### config.mk
export PLATFORM = sky130hd
export DESIGN_NAME = riscv_pu_ex_forward_ctrl
export DESIGN_NICKNAME = d
export VERILOG_FILES = /design/src/rtl/riscv_pu_ex_forward_ctrl.sv
export SDC_FILE = /design/constraint.sdc
export NUM_CORES = 1
export LEC_CHECK = 0
export ABC_CLOCK_PERIOD_IN_PS = 2700
export CORE_ASPECT_RATIO = 1.75
export CORE_MARGIN = 5
export CORE_UTILIZATION = 46
export DETAILED_ROUTE_END_ITERATION = 7
export GPL_TIMING_DRIVEN = 0
export PLACE_DENSITY = 0.89
export SYNTH_ARGS = -nofsm -noshare
export SYNTH_HDL_FRONTEND = slang
export SYNTH_SLANG_ARGS = --single-unit
### constraint.sdc
create_clock -name i_clk -period 2.7 [get_ports i_clk]
set_input_delay 0.54 -clock i_clk [delete_from_list [all_inputs] [get_ports i_clk]]
set_output_delay 0.54 -clock i_clk [all_outputs]
set_load 0.05 [all_outputs]
### src/rtl/riscv_pu_ex_forward_ctrl.sv
// ---------------------------------------------------------------------------
// riscv_pu_ex_forward_ctrl
//
// Operand-forwarding and load-use hazard controller for the EX-stage ALU.
// Tracks the destination register of the instructions in EX, MEM and WB and
// produces registered operand selects that line up with the instruction
// entering EX. A load in EX whose rd is read by the instruction in ID causes
// a one-cycle combinational stall and a bubble into EX.
//
// Select encoding (all three muxes):
//   0 : register file value
//   1 : alu_data  (result of the instruction now moving to MEM)
//   2 : wr_data   (write-back data of the instruction now moving to WB,
//                  this also covers load data)
//
// Ports:
//   i_clk, i_rst_n         clock (rising edge), async active-low reset
//   i_hold                 global freeze; no state changes while high
//   i_flush                kill the instruction currently in ID
//   i_id_*                 decoded fields of the instruction in ID
//   o_mux1_src/2/3         registered operand-1 / operand-2 / store-data select
//   o_stall                load-use stall request (combinational)
//   o_ex_valid             EX slot holds a valid instruction
//   o_stall_cnt, o_fwd_cnt performance counters (only with RISCV_FWD_PERF_EN)
//
// Build option:
//   RISCV_FWD_PERF_EN  adds the stall and forward performance counters.
//
// Handshake: this block has no valid/ready pair. o_stall is a request that the
// PC/IF/ID stages hold their content for one cycle; EX receives a bubble in
// the same cycle. i_hold freezes every register here, including counters.
// ---------------------------------------------------------------------------
module riscv_pu_ex_forward_ctrl #(
  parameter int REG_ADDR_WIDTH = 5,
  parameter int CNT_WIDTH      = 32
) (
  input  logic                      i_clk,
  input  logic                      i_rst_n,
  input  logic                      i_hold,
  input  logic                      i_flush,
  input  logic                      i_id_valid,
  input  logic [REG_ADDR_WIDTH-1:0] i_id_rs1_addr,
  input  logic [REG_ADDR_WIDTH-1:0] i_id_rs2_addr,
  input  logic                      i_id_rs1_used,
  input  logic                      i_id_rs2_alu_used,
  input  logic                      i_id_rs2_store_used,
  input  logic [REG_ADDR_WIDTH-1:0] i_id_rd_addr,
  input  logic                      i_id_reg_write,
  input  logic                      i_id_read,
  output logic [1:0]                o_mux1_src,
  output logic [1:0]                o_mux2_src,
  output logic [1:0]                o_mux3_src,
  output logic                      o_stall,
  output logic                      o_ex_valid
`ifdef RISCV_FWD_PERF_EN
  ,
  output logic [CNT_WIDTH-1:0]      o_stall_cnt,
  output logic [CNT_WIDTH-1:0]      o_fwd_cnt
`endif
);

  localparam logic [1:0] SRC_RF  = 2'd0;
  localparam logic [1:0] SRC_ALU = 2'd1;
  localparam logic [1:0] SRC_WR  = 2'd2;

  typedef struct packed {
    logic                      valid;
    logic [REG_ADDR_WIDTH-1:0] rd;
    logic                      reg_write;
    logic                      read;
  } slot_t;

  slot_t      ex_q, ex_d;
  slot_t      mem_q;
  slot_t      wb_q;
  logic [1:0] mux1_q, mux1_d;
  logic [1:0] mux2_q, mux2_d;
  logic [1:0] mux3_q, mux3_d;

  logic ex_prod, mem_prod;
  logic rs1_ex_hit, rs2_ex_hit, rs1_mem_hit, rs2_mem_hit;
  logic load_use;
  logic capture;

  // Forward source for one operand. A load in EX can never feed alu_data; a
  // match against it only happens under a stall, so it is skipped here and
  // the operand falls through to the MEM check.
  function automatic logic [1:0] pick_src(input logic used,
                                          input logic ex_hit,
                                          input logic mem_hit,
                                          input logic ex_is_load);
    logic [1:0] src;
    src = SRC_RF;
    if (used) begin
      if (ex_hit && !ex_is_load) src = SRC_ALU;
      else if (mem_hit)          src = SRC_WR;
    end
    return src;
  endfunction

  // x0 is never a producer, so it can never be forwarded from.
  assign ex_prod  = ex_q.valid  & ex_q.reg_write  & (ex_q.rd  != '0);
  assign mem_prod = mem_q.valid & mem_q.reg_write & (mem_q.rd != '0);

  assign rs1_ex_hit  = ex_prod  & (i_id_rs1_addr == ex_q.rd);
  assign rs2_ex_hit  = ex_prod  & (i_id_rs2_addr == ex_q.rd);
  assign rs1_mem_hit = mem_prod & (i_id_rs1_addr == mem_q.rd);
  assign rs2_mem_hit = mem_prod & (i_id_rs2_addr == mem_q.rd);

  assign load_use = ex_q.read &
                    ((i_id_rs1_used & rs1_ex_hit) |
                     ((i_id_rs2_alu_used | i_id_rs2_store_used) & rs2_ex_hit));

  // Flush beats stall: the killed instruction must not hold up the front end.
  // Deliberately not gated by i_hold so the request stays visible while frozen.
  assign o_stall = i_id_valid & ~i_flush & load_use;
  assign capture = i_id_valid & ~i_flush & ~o_stall;

  always_comb begin
    ex_d   = '0;
    mux1_d = SRC_RF;
    mux2_d = SRC_RF;
    mux3_d = SRC_RF;
    if (capture) begin
      ex_d.valid     = 1'b1;
      ex_d.rd        = i_id_rd_addr;
      ex_d.reg_write = i_id_reg_write;
      ex_d.read      = i_id_read;
      mux1_d = pick_src(i_id_rs1_used,       rs1_ex_hit, rs1_mem_hit, ex_q.read);
      mux2_d = pick_src(i_id_rs2_alu_used,   rs2_ex_hit, rs2_mem_hit, ex_q.read);
      mux3_d = pick_src(i_id_rs2_store_used, rs2_ex_hit, rs2_mem_hit, ex_q.read);
    end
  end

  always_ff @(posedge i_clk or negedge i_rst_n) begin
    if (!i_rst_n) begin
      ex_q   <= '0;
      mem_q  <= '0;
      wb_q   <= '0;
      mux1_q <= SRC_RF;
      mux2_q <= SRC_RF;
      mux3_q <= SRC_RF;
    end else if (!i_hold) begin
      wb_q   <= mem_q;
      mem_q  <= ex_q;
      ex_q   <= ex_d;
      mux1_q <= mux1_d;
      mux2_q <= mux2_d;
      mux3_q <= mux3_d;
    end
  end

  assign o_mux1_src = mux1_q;
  assign o_mux2_src = mux2_q;
  assign o_mux3_src = mux3_q;
  assign o_ex_valid = ex_q.valid;

  // The WB slot is tracked for visibility only: the register file writes
  // through at WB, so nothing is ever forwarded from it. The MEM load flag is
  // likewise irrelevant because wr_data already carries load data.
  logic slot_unused;
  assign slot_unused = ^{wb_q, mem_q.read};

`ifdef RISCV_FWD_PERF_EN
  logic [CNT_WIDTH-1:0] stall_cnt_q, stall_cnt_d;
  logic [CNT_WIDTH-1:0] fwd_cnt_q, fwd_cnt_d;

  always_comb begin
    stall_cnt_d = stall_cnt_q;
    fwd_cnt_d   = fwd_cnt_q;
    if (o_stall) stall_cnt_d = stall_cnt_q + 1'b1;
    if (capture && ((mux1_d | mux2_d | mux3_d) != 2'd0)) fwd_cnt_d = fwd_cnt_q + 1'b1;
  end

  always_ff @(posedge i_clk or negedge i_rst_n) begin
    if (!i_rst_n) begin
      stall_cnt_q <= '0;
      fwd_cnt_q   <= '0;
    end else if (!i_hold) begin
      stall_cnt_q <= stall_cnt_d;
      fwd_cnt_q   <= fwd_cnt_d;
    end
  end

  assign o_stall_cnt = stall_cnt_q;
  assign o_fwd_cnt   = fwd_cnt_q;
`else
  logic [CNT_WIDTH-1:0] cnt_unused;
  assign cnt_unused = '0;
`endif

endmodule

==> results of run 1 <==
-- logic make-up (layout without fill, tap and decap cells) --
group,Yosys count,after routing
XOR/XNOR,19,19
multiplexers,7,7
flip-flops,21,21
AND/OR/NAND/NOR,23,23
AO/OA/AOI/OAI,21,21
buffers and inverters,6,43
-- where the power goes --
part | switching, uW | internal [uW]
clock network | 101 | 103
logic | 60.2 | 75.5
registers | 21.2 | 330
-- sequential cells by signal, summed over array words and instances, names as in the netlist --
| register | count |
|---|---|
| ex_q | 7 |
| mem_q | 7 |
| o_ex_valid | 1 |
| o_mux1_src | 2 |
| o_mux2_src | 2 |
| o_mux3_src | 2 |
-- what timing repair did --
action,CTS,global route
setup buffers,0,1
resized for setup,8,4
setup endpoints to repair,1,1
pin swaps,1,1
-- final timing paths --
path | endpoint | cells past startpoint
setup / recovery | o_stall | 7
hold / removal | o_mux1_src[0] | 2
setup reg to reg | o_mux2_src[0] | 7
hold reg to reg | o_mux1_src[0] | 2
max in group asynchronous | ex_q[3] | 1
min in group asynchronous | mem_q[2] | 1
-- area by class of cell --
type / count / share of cell area [%]
tap: 25 / 2.01
clock buffer: 3 / 2.65
clock inverter: 1 / 0.322
sequential: 21 / 33.8
timing repair buffer: 33 / 21.3
buffer: 3 / 0.965
multi-input combinational: 70 / 38.2
inverter: 3 / 0.724
-- worst min-delay path, stage by stage (launching register included) --
cell and delay (ps):
dfrtp_1 350, nand2_1 60, o41ai_1 50
-- layer usage --
| layer | track usage [%] | vias up | share of wire, % |
|---|---|---|---|
| met5 | 0 | - | 0 |
| met4 | 12.9 | 0 | 4.9 |
| met3 | 2.84 | 14 | 4.5 |
| met2 | 29.6 | 27 | 55 |
| met1 | 19.9 | 437 | 35 |
| li1 | - | 434 | - |
-- synthesized netlist by cell type --
library cell and number:
a21o_1 1, or4_4 1, nor4_1 2, nor3_1 1, or3_1 1, and2_1 1
nor4_2 1, nand3_1 1, nor2_1 4, a22o_1 7, nand2b_1 1, buf_4 1
nand2_1 6, nand4_1 2, o41ai_1 1, xor2_1 6, a2111o_1 1, o211ai_1 1
o2111ai_1 1, o21ai_0 2, o211ai_2 1, xnor2_1 13, a2111oi_4 1, dfrtp_1 21
inv_1 3, a32o_1 3, mux2_2 7, a21oi_1 2, or4_1 2, clkbuf_1 2
-- through the flow --
stage	setup TNS, ps	power [uW]	area (um2)
floorplan	0	419	1120
global placement	-746	480	1470
detailed placement	-807	486	1470
CTS	0	695	1530
global route	0	720	1560
finish	0	691	1560
==> results by group, run 1 <==
Timing
  • Tmin final: around 2600 ps
  • Final worst slack: ~60 ps
  • Hold Slack: 490 ps
  • F_max: around 0.38 GHz
  • Worst Skew: approximately 6.6 ps
  • Final setup fails: 0
  • Rel. slew slack: a little under two fifths
  • Final hold violations: 0
  • Crit share post-route: between 90% and 100%
  • Slew Viols, Final: 0
  • Least-Margin Pin Slew: a little over 900 ps
  • RSZ-0062 raised after global routing: no

Clocking
  • Sink Count: 21
  • CTS tree: done
  • Clock latency on the worst-skew pair: ~260 ps
  • Clock root cell: clkbuf_8
  • Clock Path Buffers: 2
  • H-tree depth: 1
  • Post-CTS Hold Fix Bufs: 0
  • Clock slew at reported path FFs: 70 ps
  • Cts bufs inserted: 3

Routing
  • DRT Pass-1 Iters: 4
  • Vias per std cell: 5.74
  • DR iter-0 viols: 15
  • Final WL: between 2 and 3 mm
  • WL/cell: 17.6 um
  • Vias: slightly above 900
  • Antenna-violating nets left: 0
  • DRC errors left: 0

Finish
  • Multi-input logic area: ~600 um2
  • Share of cells above drive strength 1: between 10% and 20%
  • Layout area overhead: 38.6%
  • Commonest non-fill, non-tap cells in the layout: clkdlybuf4s50_1, dfrtp_1, xnor2_1
  • Nets@finish: 160
  • Register Area: 526 um2
  • Fill cells: roughly 190
  • Final std cells w/o fill: 159
  • Commonest non-fill, non-tap cell in the layout: clkdlybuf4s50_1
  • Fin util: roughly 67%
  • Ant diodes: 0

GRT
  • First-pass GRT wire length: ~4.5 mm
  • GRT Total Usage: between 10% and 20%
  • Antenna violations before repair: 0
  • Vias in the first global route: 969
  • Largest net degree at the start of global routing: 22
  • GRT overflow: 0

Logic synthesis
  • Yosys warnings: 0
  • Post-synth top area share: 46.8%
  • Post-Synthesis Cells: 97
  • Sequential share of the synthesized area: 46.8%
  • Synth Area in Compound Gates: around 17%
  • Synth Cell Area: between 1000 and 1500 um2
  • Post-Synth Simple-Gate Area: roughly 12%
  • Area leader, netlist: dfrtp_1
  • Post-Synth Adder-Cell Area: 0%
  • Net Count, Synth: 122
  • XOR/XNOR share of the synthesized area: 14.8%
  • Largest family of logic cells by synthesized area: compound AO/OA/AOI/OAI gates
  • Synth top area cells: dfrtp_1, xnor2_1, mux2_2
  • Library cells used by synthesis: 30
  • #FFs+latches synth: 21
  • Mean Syn Cell Area: 11.6 um2
  • Mux contribution to synthesized area: under 10%

Setup path
  • Cells along the critical path: clkdlybuf4s50_1 -> xnor2_1 -> o211ai_2 -> nor4_4 -> a21oi_1 -> nor2_1 -> buf_6
  • R2R setup slack: ~370 ps
  • RR Startpoint: ex_q[2]
  • Buf+Inv Stages, Crit Path: 2
  • CP peak stage delay: roughly 510 ps
  • CP Max Fanout: 4
  • CP Launch Point: i_id_rs1_addr[3]
  • Crit path DAT: approximately 2100 ps
  • Crit end category: output pin
  • Top delay family on crit path: buffers and inverters
  • Critical path's slowest cell: clkdlybuf4s50_1
  • Nature of the critical path startpoint: input pin
  • Crit Path Class: input pin to output pin
  • Data required time of the worst path: roughly 2200 ps

Power
  • Peak VDD IR: 0.000362 V
  • PwrDens: ~440 nW/um2
  • Cell leakage power: roughly 0.00066 uW

Placement
  • Routability cong.: roughly 0.81
  • DP Wirelength: approximately 2.2 mm
  • Port buffer count: 32
  • Dpl ws: -807 ps
  • DP Cell Count: around 150

Floorplanning
  • IO Pins: 33
  • Initial Util: between 40% and 50%
  • Die width: roughly 47 um
  • DIE AREA: about 3600 um2
  • Core outline area: about 2300 um2
  • Row count: 23
  • Die height: between 70 and 80 um

Worst hold path
  • HP Start: o_mux1_src[0]
  • Hold Crit Class: register to register

Run status
  • Status: finished, final reports clean

Job
  • Max-cap viol count: 0
(Power assumes the default switching activity.)
==> inputs of run 2 (changes only) <==
CORE_ASPECT_RATIO = not set   (was 1.75)
==> results by group, run 2 (synthesized netlist as in run 1, its figures left out) <==
Run status
  • Status: finished, final reports clean (unchanged)

Worst hold path
  • HP Start: o_mux1_src[0] (unchanged)
  • Hold Crit Class: register to register (unchanged)
  • Hold depth: 2 (unchanged)
  • Worst Hold Path EP: o_mux1_src[0] (unchanged)

Floorplanning
  • Row count: 17 (was 23)
  • Die width: 59.4 um (was 47.3 um)
  • Initial Util: 49.3% (was 48.1%)
  • DIE AREA: 3530 um2 (was 3570 um2)
  • Die height: 59.4 um (was 75.3 um)
  • IO Pins: 33 (unchanged)
  • Core outline area: 2280 um2 (was 2330 um2)

Setup path
  • RR Startpoint: ex_q[2] (unchanged)
  • Reg2reg end: o_mux1_src[1] (was o_mux2_src[0])
  • CP peak stage delay: 510 ps (about the same)
  • R2R setup slack: 360 ps (was 370 ps)
  • Nature of the critical path startpoint: input pin (unchanged)
  • Critical path's slowest cell: clkdlybuf4s50_1 (unchanged)
  • Buf+Inv Stages, Crit Path: 2 (unchanged)
  • Top delay family on crit path: buffers and inverters (unchanged)
  • Crit end category: output pin (unchanged)
  • Crit Path Class: input pin to output pin (unchanged)
  • Crit path DAT: 2040 ps (was 2100 ps)
  • Cells along the critical path: clkdlybuf4s50_1 -> xnor2_1 -> nand4_1 -> nor3_2 -> a21oi_1 -> nor2_1 -> buf_6 (was clkdlybuf4s50_1 -> xnor2_1 -> o211ai_2 -> nor4_4 -> a21oi_1 -> nor2_1 -> buf_6)
  • R2R depth: 7 (unchanged)
  • Data required time of the worst path: 2160 ps (about the same)
  • CP Max Fanout: 3 (was 4)

Finish
  • Nets@finish: 160 (unchanged)
  • Ant diodes: 0 (unchanged)
  • Largest regs: ex_q: 7 flops, mem_q: 7 flops (unchanged)
  • Commonest non-fill, non-tap cell in the layout: clkdlybuf4s50_1 (unchanged)
  • Layout area overhead: 36.9% (was 38.6%)
  • Fin util: 67.5% (was 66.7%)
  • Share of cells above drive strength 1: 14.9% (unchanged)
  • Commonest non-fill, non-tap cells in the layout: clkdlybuf4s50_1, dfrtp_1, xnor2_1 (unchanged)

GRT
  • Vias in the first global route: 948 (was 969)
  • First-pass GRT wire length: 4.51 mm (was 4.45 mm)
  • Antenna violations before repair: 0 (unchanged)
  • Largest net degree at the start of global routing: 22 (unchanged)
  • GRT Total Usage: 17.0% (was 17.9%)
  • GRT overflow: 0 (unchanged)

Routing
  • Vias: 931 (was 912)
  • Final WL: 2.67 mm (was 2.79 mm)
  • DRT Pass-1 Iters: 4 (unchanged)
  • Vias per std cell: 5.75 (was 5.74)
  • DR iter-0 viols: 16 (was 15)
  • Antenna-violating nets left: 0 (unchanged)
  • DRC errors left: 0 (unchanged)
  • WL/cell: 16.5 um (was 17.6 um)

Clocking
  • Cts bufs inserted: 3 (unchanged)
  • Sink Count: 21 (unchanged)
  • Clock slew at reported path FFs: 110 ps (was 70 ps)
  • Clock root cell: clkbuf_4 (was clkbuf_8)
  • Clock latency on the worst-skew pair: 310 ps (was 260 ps)
  • Post-CTS Hold Fix Bufs: 0 (unchanged)
  • Clock Path Buffers: 2 (unchanged)
  • CTS tree: done (unchanged)
  • H-tree depth: 1 (unchanged)

Placement
  • Port buffer count: 32 (unchanged)
  • Routability cong.: 0.901 (was 0.807)
  • Dpl ws: -811 ps (was -807 ps)
  • DP Wirelength: 2.13 mm (was 2.17 mm)

Timing
  • F_max: 0.387 GHz (was 0.379 GHz)
  • Final worst slack: 119 ps (was 60.0 ps)
  • Setup tns final: 0 ps (unchanged)
  • Rel. slew slack: 36.5% (was 37.5%)
  • Final setup fails: 0 (unchanged)
  • Tmin final: 2580 ps (was 2640 ps)
  • Slew Viols, Final: 0 (unchanged)
  • Worst Skew: 4.19 ps (was 6.57 ps)
  • Final hold violations: 0 (unchanged)
  • Least-Margin Pin Slew: 950 ps (was 934 ps)
  • Crit share post-route: 95.6% (was 97.8%)
  • RSZ-0062 raised after global routing: no (unchanged)

Job
  • Max-cap viol count: 0 (unchanged)

Power
  • Cell leakage power: 0.000649 uW (was 0.000660 uW)
  • Peak VDD IR: 0.000365 V (was 0.000362 V)
  • PwrDens: 413 nW/um2 (was 444 nW/um2)
  • Total power draw: 635 uW (was 691 uW)
[run 2: cell count changes in the layout (fill, tap and decap cells not counted)]
cell | before | now
clkbuf_4 | 0 | 3
clkbuf_8 | 3 | 0
clkdlybuf4s50_1 | 30 | 29
dlymetal6s2s_1 | 1 | 2
nor3_2 | 0 | 1
nor3_4 | 1 | 0
[run 2: cell type report]
type,count,area (um2)
inverters,3,11.3
repair buffers,33,334
well taps,28,35.0
clock inverters,1,5.00
fillers,159,739
flip-flops and latches,21,526
clock buffers,3,22.5
plain buffers,3,15.0
multi-input cells,70,588
[run 2: repair_timing]
| action | CTS | global route |
|---|---|---|
| endpoints found under the setup margin | 1 | 1 |
| cloned | 0 | 0 |
| pin swaps | 1 | 4 |
| resized for setup | 8 | 4 |
| buffers inserted | 0 | 1 |
[run 2: per-stage QoR]
| step | hold WS [ps] | area [um2] | std cells |
|---|---|---|---|
| global placement | 462 | 1480 | 157 |
| floorplan | 244 | 1120 | 97 |
| detailed placement | 462 | 1480 | 157 |
| finish | 491 | 1540 | 162 |
| global route | 507 | 1540 | 162 |
| CTS | 492 | 1520 | 161 |
[run 2: metal layers]
layer	GRT usage, %	routed length, um
met5	0	0
met1	21.0	1080
met2	29.3	1410
met3	3.92	142
met4	4.85	38
[run 2: worst max path at each step]
| stage | depth (start not counted) | end | from |
|---|---|---|---|
| after floorplan | 5 | o_stall | i_id_rs1_addr[2] |
| after CTS | 7 | o_stall | i_id_rs1_addr[2] |
| after global placement | 7 | o_stall | i_id_rs1_addr[2] |
| final | 7 | o_stall | i_id_rs2_addr[3] |
| after detailed placement | 7 | o_stall | i_id_rs1_addr[2] |
| after global routing | 7 | o_stall | i_id_rs2_addr[1] |
[run 2: report_power, final]
group,internal [uW],leakage (uW),switching [uW]
combinational,75.2,0.000346,57.2
sequential,330,0.000285,20.4
clock,55.4,0.0000177,97.3
total,460,0.000649,175
[run 2: worst reg2reg max path: stages, from the launching register on]
cell       delay (ps)
dfrtp_1           480
or4_4             580
o211ai_2          200
nor4_4             80
buf_4             150
a2111oi_4         360
buf_4             250
a32o_1            180
